## config.mk

```make
export PLATFORM = sky130hd
export DESIGN_NAME = generic_arbiter_flat
export DESIGN_NICKNAME = d
export VERILOG_FILES = /design/src/rtl/generic_arbiter_pkg.sv /design/src/rtl/generic_arbiter_if.sv /design/src/rtl/generic_arbiter_fifo.sv /design/src/rtl/generic_arbiter.sv /design/src/flat_wrapper.sv
export SDC_FILE = /design/constraint.sdc
export NUM_CORES = 1
export LEC_CHECK = 0
export CAP_MARGIN = 20
export CORE_MARGIN = 3
export CORE_UTILIZATION = 45
export CTS_CLUSTER_SIZE = 20
export DETAILED_ROUTE_END_ITERATION = 8
export GPL_ROUTABILITY_DRIVEN = 0
export PLACE_DENSITY = 0.8
export SETUP_SLACK_MARGIN = 0.4
export SYNTH_ARGS = -nofsm -noshare
export SYNTH_HDL_FRONTEND = slang
export SYNTH_SLANG_ARGS = --single-unit
export TNS_END_PERCENT = 30
```

## constraint.sdc

```tcl
create_clock -name clk_i -period 11.3 [get_ports clk_i]
set_input_delay 2.26 -clock clk_i [delete_from_list [all_inputs] [get_ports clk_i]]
set_output_delay 2.26 -clock clk_i [all_outputs]
set_load 0.02 [all_outputs]
```

## src/rtl/generic_arbiter_pkg.sv

```systemverilog
// Shared types and helpers for the generic round-robin arbiter.
// The lock index is stored at a fixed maximum width so the struct is N-independent.
package generic_arbiter_pkg;

  localparam int unsigned LIDX_MAXW = 8;

  function automatic int unsigned idxw(input int unsigned n);
    return (n > 1) ? $clog2(n) : 1;
  endfunction

  typedef struct packed {
    logic                 lock_q;
    logic [LIDX_MAXW-1:0] lidx_q;
  } lock_state_t;

endpackage

```

## src/rtl/generic_arbiter_if.sv

```systemverilog
// Requester-side and output-stream signals of the arbiter, bundled with modports.
interface generic_arbiter_if
  import generic_arbiter_pkg::*;
#(
  parameter int unsigned N  = 8,
  parameter int unsigned DW = 8
) ();

  localparam int unsigned IW = idxw(N);

  logic            flush_i;
  logic [IW-1:0]   rr_i;
  logic [N-1:0]    req_i;
  logic [N-1:0]    lock_i;
  logic [N-1:0]    gnt_o;
  logic [N*DW-1:0] data_i;
  logic            req_o;
  logic [DW-1:0]   data_o;
  logic            gnt_i;

  modport slave (
    input  flush_i, rr_i, req_i, lock_i, data_i, gnt_i,
    output gnt_o, req_o, data_o
  );

  modport master (
    output flush_i, rr_i, req_i, lock_i, data_i, gnt_i,
    input  gnt_o, req_o, data_o
  );

endinterface

```

## src/rtl/generic_arbiter_fifo.sv

```systemverilog
// DW x DEPTH synchronous output FIFO; DEPTH=0 degenerates to a wire-through
// whose empty/full track the upstream valid and downstream ready.
module generic_arbiter_fifo #(
  parameter int unsigned DW    = 8,
  parameter int unsigned DEPTH = 2
) (
  input  logic          clk_i,
  input  logic          rst_ni,
  input  logic          flush_i,
  input  logic          push_i,
  input  logic [DW-1:0] data_i,
  input  logic          pop_i,
  output logic [DW-1:0] data_o,
  output logic          full_o,
  output logic          empty_o
);

  if (DEPTH == 0) begin : g_bypass
    assign data_o  = data_i;
    assign empty_o = ~push_i;
    assign full_o  = ~pop_i;
  end else begin : g_fifo
    localparam int unsigned PW = (DEPTH > 1) ? $clog2(DEPTH) : 1;
    localparam int unsigned CW = $clog2(DEPTH + 1);

    logic [DW-1:0] r_mem [DEPTH];
    logic [PW-1:0] r_wp;
    logic [PW-1:0] r_rp;
    logic [CW-1:0] r_cnt;
    logic [PW-1:0] w_wp_nxt;
    logic [PW-1:0] w_rp_nxt;

    assign w_wp_nxt = (r_wp == PW'(DEPTH - 1)) ? '0 : r_wp + 1'b1;
    assign w_rp_nxt = (r_rp == PW'(DEPTH - 1)) ? '0 : r_rp + 1'b1;

    always_ff @(posedge clk_i or negedge rst_ni) begin
      if (!rst_ni) begin
        for (int unsigned i = 0; i < DEPTH; i++) r_mem[i] <= '0;
        r_wp  <= '0;
        r_rp  <= '0;
        r_cnt <= '0;
      end else if (flush_i) begin
        r_wp  <= '0;
        r_rp  <= '0;
        r_cnt <= '0;
      end else begin
        if (push_i) begin
          r_mem[r_wp] <= data_i;
          r_wp        <= w_wp_nxt;
        end
        if (pop_i) r_rp <= w_rp_nxt;
        if (push_i && !pop_i)      r_cnt <= r_cnt + 1'b1;
        else if (!push_i && pop_i) r_cnt <= r_cnt - 1'b1;
      end
    end

    assign data_o  = r_mem[r_rp];
    assign full_o  = (r_cnt == CW'(DEPTH));
    assign empty_o = (r_cnt == '0);
  end

endmodule

```

## src/rtl/generic_arbiter.sv

```systemverilog
// N-way round-robin arbiter with per-port lock, feeding one valid/ready stream
// through an optional output FIFO.
module generic_arbiter
  import generic_arbiter_pkg::*;
#(
  parameter int unsigned N      = 8,
  parameter int unsigned DW     = 8,
  parameter int unsigned EXT_RR = 0,
  parameter int unsigned LEAKY  = 0,
  parameter int unsigned DEPTH  = 2
) (
  input logic              clk_i,
  input logic              rst_ni,
  generic_arbiter_if.slave bus
);

  localparam int unsigned IW = idxw(N);
  localparam int unsigned SW = IW + 1;

  logic [IW-1:0] r_rr;
  lock_state_t   r_lock;

  logic [N-1:0]  w_own;
  logic [N-1:0]  w_elig;
  logic [N-1:0]  w_rot;
  logic [IW-1:0] w_ptr;
  logic [IW-1:0] w_off;
  logic [SW-1:0] w_sum;
  logic [IW-1:0] w_sel;
  logic [IW-1:0] w_sel_nxt;
  logic [DW-1:0] w_sel_data;
  logic          w_own_req;
  logic          w_own_lock;
  logic          w_locked;
  logic          w_any;
  logic          w_acc;
  logic          w_hs;
  logic          w_push;
  logic          w_pop;
  logic          w_full;
  logic          w_empty;

  // Owner decode compares the full stored index so no lock-state bit is left dangling.
  always_comb begin
    w_own = '0;
    for (int unsigned k = 0; k < N; k++) w_own[k] = (r_lock.lidx_q == LIDX_MAXW'(k));
  end

  always_comb begin
    w_ptr      = (EXT_RR != 0) ? bus.rr_i : r_rr;
    w_own_req  = |(bus.req_i & w_own);
    w_own_lock = |(bus.lock_i & w_own);
    // Lock drops out combinationally in the cycle its owner deasserts lock_i.
    w_locked   = r_lock.lock_q & w_own_lock;
    if (!w_locked)       w_elig = bus.req_i;
    else if (w_own_req)  w_elig = bus.req_i & w_own;
    else if (LEAKY != 0) w_elig = bus.req_i;
    else                 w_elig = '0;
    w_any = |w_elig;

    w_rot = N'({w_elig, w_elig} >> w_ptr);
    w_off = '0;
    for (int unsigned i = N; i > 0; i--) if (w_rot[i-1]) w_off = IW'(i - 1);
    w_sum = {1'b0, w_off} + {1'b0, w_ptr};
    w_sel = (w_sum >= SW'(N)) ? IW'(w_sum - SW'(N)) : IW'(w_sum);

    w_sel_nxt  = (w_sel == IW'(N - 1)) ? '0 : w_sel + 1'b1;
    w_sel_data = bus.data_i[w_sel*DW +: DW];
  end

  assign w_pop     = ~w_empty & bus.gnt_i;
  assign w_acc     = ~w_full | w_pop;
  assign w_hs      = w_any & w_acc & ~bus.flush_i;
  assign w_push    = (DEPTH == 0) ? w_any : w_hs;
  assign bus.gnt_o = w_hs ? (N'(1) << w_sel) : '0;
  assign bus.req_o = ~w_empty;

  always_ff @(posedge clk_i or negedge rst_ni) begin
    if (!rst_ni) begin
      r_rr   <= '0;
      r_lock <= '0;
    end else if (bus.flush_i) begin
      r_rr   <= '0;
      r_lock <= '0;
    end else begin
      if (r_lock.lock_q && !w_own_lock) r_lock.lock_q <= 1'b0;
      if (w_hs) begin
        if (bus.lock_i[w_sel]) begin
          r_rr          <= w_sel;
          r_lock.lock_q <= 1'b1;
          r_lock.lidx_q <= LIDX_MAXW'(w_sel);
        end else begin
          r_rr <= w_sel_nxt;
        end
      end
    end
  end

  generic_arbiter_fifo #(
    .DW    (DW),
    .DEPTH (DEPTH)
  ) u_fifo (
    .clk_i   (clk_i),
    .rst_ni  (rst_ni),
    .flush_i (bus.flush_i),
    .push_i  (w_push),
    .data_i  (w_sel_data),
    .pop_i   (w_pop),
    .data_o  (bus.data_o),
    .full_o  (w_full),
    .empty_o (w_empty)
  );

endmodule

```

## src/flat_wrapper.sv

```systemverilog
// flat-port wrapper written by rule: the top's interface ports become plain ports
module generic_arbiter_flat import generic_arbiter_pkg::*;
#(
  parameter int unsigned N      = 8,
  parameter int unsigned DW     = 8,
  parameter int unsigned EXT_RR = 0,
  parameter int unsigned LEAKY  = 0,
  parameter int unsigned DEPTH  = 2
)
  (clk_i, rst_ni, bus_flush_i, bus_rr_i, bus_req_i, bus_lock_i, bus_data_i, bus_gnt_i, bus_gnt_o, bus_req_o, bus_data_o);
  generic_arbiter_if #(.N(N), .DW(DW)) bus_i ();
  input logic clk_i;
  input logic rst_ni;
  input wire logic [$bits(bus_i.flush_i)-1:0] bus_flush_i;
  input wire logic [$bits(bus_i.rr_i)-1:0] bus_rr_i;
  input wire logic [$bits(bus_i.req_i)-1:0] bus_req_i;
  input wire logic [$bits(bus_i.lock_i)-1:0] bus_lock_i;
  input wire logic [$bits(bus_i.data_i)-1:0] bus_data_i;
  input wire logic [$bits(bus_i.gnt_i)-1:0] bus_gnt_i;
  output wire logic [$bits(bus_i.gnt_o)-1:0] bus_gnt_o;
  output wire logic [$bits(bus_i.req_o)-1:0] bus_req_o;
  output wire logic [$bits(bus_i.data_o)-1:0] bus_data_o;
  assign bus_i.flush_i = bus_flush_i;
  assign bus_i.rr_i = bus_rr_i;
  assign bus_i.req_i = bus_req_i;
  assign bus_i.lock_i = bus_lock_i;
  assign bus_i.data_i = bus_data_i;
  assign bus_i.gnt_i = bus_gnt_i;
  assign bus_gnt_o = bus_i.gnt_o;
  assign bus_req_o = bus_i.req_o;
  assign bus_data_o = bus_i.data_o;
  generic_arbiter #(.N(N), .DW(DW), .EXT_RR(EXT_RR), .LEAKY(LEAKY), .DEPTH(DEPTH)) u_core (.clk_i(clk_i), .rst_ni(rst_ni), .bus(bus_i));
endmodule
```

==> metrics.json, run 1 <==
{
  "post-cts-setup-buffers": 0,
  "num_vias": 2622,
  "remaining_drc_errors": 0,
  "maxClockFrequency_ghz": 0.105,
  "post_cts.resized_instances": 0,
  "postSynthCellCount": 285,
  "cts-buffers-inserted": 3,
  "synth.yosys.seq_area_share_pct": 23.0,
  "timing.clock.skew_ps": 2.92,
  "final_setup_violation_count": 0,
  "timing.setup.critical_path_class": "in2out",
  "start_util_pct": 47.9,
  "ios": 104,
  "post_route_cells_drive_above_1_share_pct": 20.1,
  "cts.path.max_buffers": 2,
  "syn_area_mm2": 0.00294,
  "die_h_um": 86.8,
  "area_growth_syn_to_layout_pct": 36.5,
  "crit_fanout": 13,
  "grt_util_all_layers_pct": 21.8,
  "drt-vias-per-instance": 5.85,
  "setup-tns-final_ps": 0,
  "worst_slew_pin_slew_ps": 701,
  "die_area_mm2": 0.00753,
  "detail_route.wirelength.met1_um": 3620,
  "cts_tree": "built",
  "min_period_ps": 9540,
  "finalMaxSlewViolations": 0,
  "synth_edf_count": 0,
  "antenna_cells_inserted": 0,
  "pwr_density_cell_mw_per_mm2": 317,
  "drt_pre_antenna_iters": 4,
  "hold_ws_ps": 511,
  "antenna_violations_before_repair": 0,
  "die-width_um": 86.8,
  "hp-class": "reg2reg",
  "netlist-cell-type-count": 60,
  "synth-seq-cells": 27,
  "tritoncts_num_sinks": 27,
  "wl_um": 8250,
  "grt_first_pass_wirelength_um": 13200,
  "ys_dominant_reg_cell": "sky130_fd_sc_hd__dfrtp_1",
  "met3_wirelength_um": 421,
  "fin_crit_sh_pct": 84.4,
  "cts_max_level": 1,
  "critPathCaptureType": "primary output",
  "clock_latency_on_the_worst_skew_pair_ps": 270,
  "detailroute.wirelength.met2_um": 4180,
  "placeableCoreArea_mm2": 0.00613,
  "mostFrequentLayoutCells": "sky130_fd_sc_hd__clkdlybuf4s50_1, sky130_fd_sc_hd__mux2_2, sky130_fd_sc_hd__dfrtp_1",
  "clk_pin_slew_worst_paths_ps": 90,
  "mean_post_synth_cell_area_um2": 10.3,
  "run_status": "complete, no violations",
  "grt_remaining_overflow": 0,
  "max_cap_viol_count": 0,
  "cts_hold_buf": 0,
  "grt_pass1_vias": 2618,
  "mostFrequentLayoutCell": "sky130_fd_sc_hd__clkdlybuf4s50_1",
  "avgRoutedWirePerCell_um": 18.4,
  "synth-warning-count": 0,
  "clockRootBuffer": "sky130_fd_sc_hd__clkbuf_8",
  "worst_ep_arrival_time_ps": 7280,
  "synth_fp_nets": 380,
  "final_hold_viol_count": 0,
  "power.ir.vdd_worst_mv": 0.370,
  "grt_max_degree": 28,
  "highest-signal-layer": "met4",
  "row_count": 28,
  "port_buffers": 100,
  "hpwlAfterDp_um": 6610,
  "route.antenna.remaining_nets": 0,
  "async_s_r_ff_share_synth_pct": 100,
  "dr.first_iter.drc_count": 266,
  "p_leak_nw": 1.53,
  "crit_path_start_kind": "primary input",
  "critical_path_required_ps": 9040,
  "nNetsFinal": 469,
  "rsz_0062_raised_after_global_routing": "false",
  "worst_slew_margin_rel_pct": 53.3
}
[Yosys cell counts (all sizes together) (8+ instances only)]
library cell,instances,area (um2)
nand2,17,63.8
nor2,21,78.8
nor2b,10,62.6
mux2i,16,168
mux2,40,473
dfrtp,27,676
mux4,18,405
o21ai,8,40.0
buf,10,60.1
clkbuf,10,37.5
a21oi,12,63.8
nand2b,12,75.1
[power breakdown]
| part | internal (mW) | switching (mW) | total, mW |
|---|---|---|---|
| Combinational | 0.538 | 0.483 | 1.02 |
| Clock | 0.0252 | 0.0286 | 0.0538 |
| Sequential | 0.140 | 0.0552 | 0.195 |
| Total | 0.703 | 0.566 | 1.27 |
[cell type report]
cell class              count  area, um2
fillers                   469       2120
well taps                  75       93.8
multi-input cells         232       2140
clock buffers               4       45.0
flip-flops and latches     27        676
inverters                   6       22.5
repair buffers            104       1030
[path summary, 6_finish.rpt]
check	start	to	slack, ps	cells past startpoint
min reg2reg	u_core.u_fifo.g_fifo.r_mem[9]	u_core.u_fifo.g_fifo.r_mem[9]	510	1
min in group asynchronous	rst_ni	u_core.u_fifo.g_fifo.r_mem[2]	2370	2
max reg2reg	u_core.r_lock[0]	u_core.r_rr[0]	5920	16
max	bus_lock_i[5]	bus_gnt_o[3]	1760	18
max in group asynchronous	rst_ni	u_core.u_fifo.g_fifo.r_cnt[1]	8680	2
min	u_core.u_fifo.g_fifo.r_mem[9]	u_core.u_fifo.g_fifo.r_mem[9]	510	1
[per-stage QoR]
stage,utilization [%],power [mW],cells,setup WS (ps),cell area (um2)
2_1_floorplan,-,0.977,285,3270,2940
3_3_place_gp,64.6,1.19,443,1900,3960
3_5_place_dp,64.7,1.22,444,1770,3970
4_1_cts,65.4,1.28,448,1770,4010
5_1_grt,65.4,1.37,448,1410,4010
6_report,65.4,1.27,448,1760,4010
[routing by layer]
layer / track usage, % / up-vias
met1: 32.0 / 1289
met3: 3.14 / 2
met5: 0 / -
met4: 3.54 / 0
li1: - / 1261
met2: 34.6 / 70
[state kept, by name (all words and copies together) (netlist names)]
signal	count
u_core.u_fifo.g_fifo.r_cnt	2
u_core.u_fifo.g_fifo.r_rp	1
u_core.u_fifo.g_fifo.r_mem	16
u_core.r_lock	4
u_core.u_fifo.g_fifo.r_wp	1
u_core.r_rr	3
[worst max-delay path: stages]
cell and delay [ps]:
sky130_fd_sc_hd__clkdlybuf4s50_1 490, sky130_fd_sc_hd__mux2i_1 90, sky130_fd_sc_hd__o22ai_2 430, sky130_fd_sc_hd__o21ai_1 270, sky130_fd_sc_hd__o221ai_1 380, sky130_fd_sc_hd__mux2i_1 180, sky130_fd_sc_hd__mux2i_2 310, sky130_fd_sc_hd__o21ai_0 130
sky130_fd_sc_hd__a21boi_0 190, sky130_fd_sc_hd__nor2_1 70, sky130_fd_sc_hd__ha_1 200, sky130_fd_sc_hd__fa_1 430, sky130_fd_sc_hd__xor2_1 470, sky130_fd_sc_hd__xnor2_4 170, sky130_fd_sc_hd__inv_2 300, sky130_fd_sc_hd__ha_1 190
sky130_fd_sc_hd__and2_1 120, sky130_fd_sc_hd__clkdlybuf4s50_1 600
[cell families (layout without fill, tap and decap cells)]
family	Yosys count	after routing	share of synthesized area (%)
DFF	27	27	23.0
and+or+nand+nor	83	83	15.3
buffers and inverters	26	114	4.09
muxes	74	74	35.6
xor gates and xnor gates	6	6	2.43
AOI/OAI and AO/OA	61	61	15.9
adders and majority gates	8	8	3.66
Power figures use the tool's default switching activity.
==> run 2, diff against run 1 <==
CORE_UTILIZATION = 42   (was 45)
PLACE_DENSITY = 0.79   (was 0.8)
clock period = 7.8 ns   (was 11.3 ns; I/O delays follow)
==> metrics.json, run 2 (same netlist as run 1, synthesis figures left out) <==
{
  "run_status": "complete, no violations",
  "ios": {"value": 104, "change": "unchanged"},
  "pwr-share-clk": {"value": 4.1, "unit": "%", "change": "about the same"},
  "stdcell_count": {"value": 471, "change": "+5.1%"},
  "final_setup_violation_count": {"value": 0, "change": "unchanged"},
  "mostFrequentLayoutCells": "sky130_fd_sc_hd__clkdlybuf4s50_1, sky130_fd_sc_hd__mux2_2, sky130_fd_sc_hd__dfrtp_1",
  "clockRootBuffer": "sky130_fd_sc_hd__clkbuf_8",
  "gr-usage-met1": {"value": 27.1, "unit": "%", "change": "-4.9 points"},
  "layout_top_registers": "u_core.u_fifo.g_fifo.r_mem: 16 flops, u_core.r_lock: 4 flops, u_core.r_rr: 3 flops",
  "regMostFlops": "u_core.u_fifo.g_fifo.r_mem",
  "worst_ep_arrival_time": {"value": 5910, "unit": "ps", "change": "-1370 ps"},
  "dr.first_iter.drc_count": {"value": 246, "change": "-7.5%"},
  "p_int": {"value": 1.04, "unit": "mW", "change": "+49%"},
  "row_count": {"value": 29, "change": "+3.6%"},
  "min_period_ps": 7470,
  "grt_first_pass_wirelength": {"value": 12800, "unit": "um", "change": "-3.4%"},
  "critical_path_required": {"value": 6240, "unit": "ps", "change": "-2800 ps"},
  "cts_tree": "built",
  "hpwlAfterDp": {"value": 6770, "unit": "um", "change": "+2.5%"},
  "grt_remaining_overflow": {"value": 0, "change": "unchanged"},
  "maxClockFrequency_ghz": 0.134,
  "finalMaxSlewViolations": {"value": 0, "change": "unchanged"},
  "antenna_violations_before_repair": {"value": 0, "change": "unchanged"},
  "rsz_0062_raised_after_global_routing": "true",
  "setup-tns-final": {"value": 0, "unit": "ps", "change": "unchanged"},
  "drt-vias-per-instance": {"value": 5.63, "change": "-3.8%"},
  "num_vias": {"value": 2651, "change": "+1.1%"},
  "antenna_cells_inserted": {"value": 0, "change": "unchanged"},
  "fin_crit_sh_pct": 95.7,
  "final_hold_viol_count": {"value": 0, "change": "unchanged"},
  "drt_pre_antenna_iters": {"value": 4, "change": "unchanged"},
  "route.antenna.remaining_nets": {"value": 0, "change": "unchanged"},
  "cts_max_level": {"value": 1, "change": "unchanged"},
  "pwr_density_cell": {"value": 454, "unit": "mW/mm2", "change": "+43%"},
  "timing.setup.critical_path_class": "in2out",
  "hold_ws": {"value": 506, "unit": "ps", "change": "-5.60 ps"},
  "worst_slew_margin_rel": {"value": 49.4, "unit": "%", "change": "-3.8 points"},
  "timing.clock.skew": {"value": 2.14, "unit": "ps", "change": "-0.776 ps"},
  "start_util": {"value": 44.7, "unit": "%", "change": "-3.2 points"},
  "cts-buffers-inserted": {"value": 3, "change": "unchanged"},
  "clock_latency_on_the_worst_skew_pair": {"value": 270, "unit": "ps", "change": "about the same"},
  "cts.path.max_buffers": {"value": 2, "change": "unchanged"},
  "die-width": {"value": 89.6, "unit": "um", "change": "+3.3%"},
  "largest_register_ffs": {"value": 16, "change": "unchanged"},
  "grt.met3_usage": {"value": 2.65, "unit": "%", "change": "-0.49 points"},
  "highest_utilization_routing_layer_at_the_global_route_stage": "met2",
  "worst_slew_pin_slew": {"value": 758, "unit": "ps", "change": "+57.7 ps"},
  "mostFrequentLayoutCell": "sky130_fd_sc_hd__clkdlybuf4s50_1",
  "grt.met2_usage": {"value": 33.5, "unit": "%", "change": "-1.1 points"},
  "p_leak": {"value": 1.60, "unit": "nW", "change": "+4.8%"},
  "placeableCoreArea": {"value": 0.00657, "unit": "mm2", "change": "+7.1%"},
  "avgRoutedWirePerCell": {"value": 17.6, "unit": "um", "change": "-4.4%"},
  "remaining_drc_errors": {"value": 0, "change": "unchanged"},
  "area_growth_syn_to_layout_pct": 39.9,
  "nNetsFinal": {"value": 474, "change": "+1.1%"},
  "die_h": {"value": 89.6, "unit": "um", "change": "+3.3%"},
  "clk_pin_slew_worst_paths": {"value": 80, "unit": "ps", "change": "about the same"},
  "hp-class": "reg2reg",
  "tritoncts_num_sinks": {"value": 27, "change": "unchanged"},
  "crit_fanout": {"value": 7, "change": "-6"},
  "die_area": {"value": 0.00803, "unit": "mm2", "change": "+6.6%"},
  "critPathCaptureType": "primary output",
  "crit_path_start_kind": "primary input",
  "grt_util_all_layers": {"value": 20.0, "unit": "%", "change": "-1.8 points"},
  "dp.cells": {"value": 466, "change": "+5.0%"},
  "power.ir.vdd_worst": {"value": 0.437, "unit": "mV", "change": "+18%"},
  "power_frac_comb": {"value": 80.7, "unit": "%", "change": "+0.3 points"},
  "grt_pass1_vias": {"value": 2692, "change": "+2.8%"},
  "reg_power_share": {"value": 15.3, "unit": "%", "change": "about the same"},
  "post-cts-setup-buffers": {"value": 0, "change": "unchanged"},
  "grt_max_degree": {"value": 28, "change": "unchanged"},
  "cts_hold_buf": {"value": 0, "change": "unchanged"},
  "post_route_cells_drive_above_1_share": {"value": 22.2, "unit": "%", "change": "+2.1 points"},
  "port_buffers": {"value": 100, "change": "unchanged"},
  "wl": {"value": 8290, "unit": "um", "change": "+0.50%"},
  "max_cap_viol_count": {"value": 0, "change": "unchanged"},
  "net-switching-power": {"value": 0.821, "unit": "mW", "change": "+45%"},
  "sw_frac_of_total": {"value": 44.0, "unit": "%", "change": "-0.61 points"}
}
[run 2: cell types whose count changed in the layout (fill, tap and decap cells not counted), moves of 2 or more]
cell and delta:
sky130_fd_sc_hd__buf_4 +4, sky130_fd_sc_hd__clkdlybuf4s50_1 -4, sky130_fd_sc_hd__dlygate4sd2_1 +2, sky130_fd_sc_hd__dlymetal6s2s_1 +2
[run 2: power by group through the flow]
stage / sequential [mW] / combinational [mW] / clock [mW]
floorplan: 0.229 / 1.19 / 0
global placement: 0.279 / 1.47 / 0
detailed placement: 0.284 / 1.50 / 0
CTS: 0.283 / 1.52 / 0.0783
global route: 0.296 / 1.64 / 0.0859
finish: 0.285 / 1.50 / 0.0758
[run 2: layout make-up]
cell class / count / area [um2]
Timing Repair Buffer: 109 / 1070
Sequential cell: 27 / 676
Clock buffer: 4 / 45.0
Multi-Input combinational cell: 232 / 2180
Tap cell: 93 / 116
Inverter: 6 / 22.5
Fill cell: 560 / 2460
[run 2: path summary, 6_finish.rpt]
| path | from | end | slack, ps | depth (start not counted) |
|---|---|---|---|---|
| max reg2reg | u_core.r_lock[0] | u_core.r_rr[0] | 2470 | 18 |
| max | bus_lock_i[7] | bus_gnt_o[4] | 330 | 19 |
| max in group asynchronous | rst_ni | u_core.u_fifo.g_fifo.r_mem[3] | 5900 | 2 |
| min in group asynchronous | rst_ni | u_core.u_fifo.g_fifo.r_mem[1] | 1650 | 2 |
| min reg2reg | u_core.u_fifo.g_fifo.r_mem[6] | u_core.u_fifo.g_fifo.r_mem[6] | 510 | 1 |
| min | u_core.u_fifo.g_fifo.r_mem[6] | u_core.u_fifo.g_fifo.r_mem[6] | 510 | 1 |
[run 2: worst max-delay path, cell delays in order]
cell and delay (ps):
sky130_fd_sc_hd__clkdlybuf4s50_1 420, sky130_fd_sc_hd__mux2i_1 260, sky130_fd_sc_hd__o22ai_4 170, sky130_fd_sc_hd__buf_4 190, sky130_fd_sc_hd__o211ai_1 170, sky130_fd_sc_hd__a32oi_1 160, sky130_fd_sc_hd__mux2_1 380, sky130_fd_sc_hd__a21oi_2 220
sky130_fd_sc_hd__o41a_1 150, sky130_fd_sc_hd__o21ai_0 60, sky130_fd_sc_hd__a21boi_0 170, sky130_fd_sc_hd__nor2_1 60, sky130_fd_sc_hd__ha_1 190, sky130_fd_sc_hd__fa_1 470, sky130_fd_sc_hd__xor2_4 220, sky130_fd_sc_hd__xnor2_4 260
sky130_fd_sc_hd__inv_2 90, sky130_fd_sc_hd__nor2_1 110, sky130_fd_sc_hd__clkdlybuf4s50_1 610
[run 2: repair_timing]
item	in CTS	in global routing
pin swaps	1	0
setup endpoints to repair	8	8
resized for setup	6	4
[run 2: metal layers]
| layer | up-vias | wire (um) |
|---|---|---|
| met3 | 16 | 357 |
| met4 | 0 | 159 |
| met1 | 1286 | 3440 |
| met2 | 74 | 4330 |
| met5 | - | 0 |
| li1 | 1275 | - |
[run 2: stage by stage]
stage	setup slack (ps)	area, um2	utilization (%)	power (mW)
4_1_cts	334	4090	62.3	1.88
2_1_floorplan	1170	2940	-	1.42
3_5_place_dp	17.0	4020	61.2	1.79
6_report	332	4110	62.6	1.87
5_1_grt	47.5	4110	62.6	2.03
3_3_place_gp	107	4020	61.2	1.75
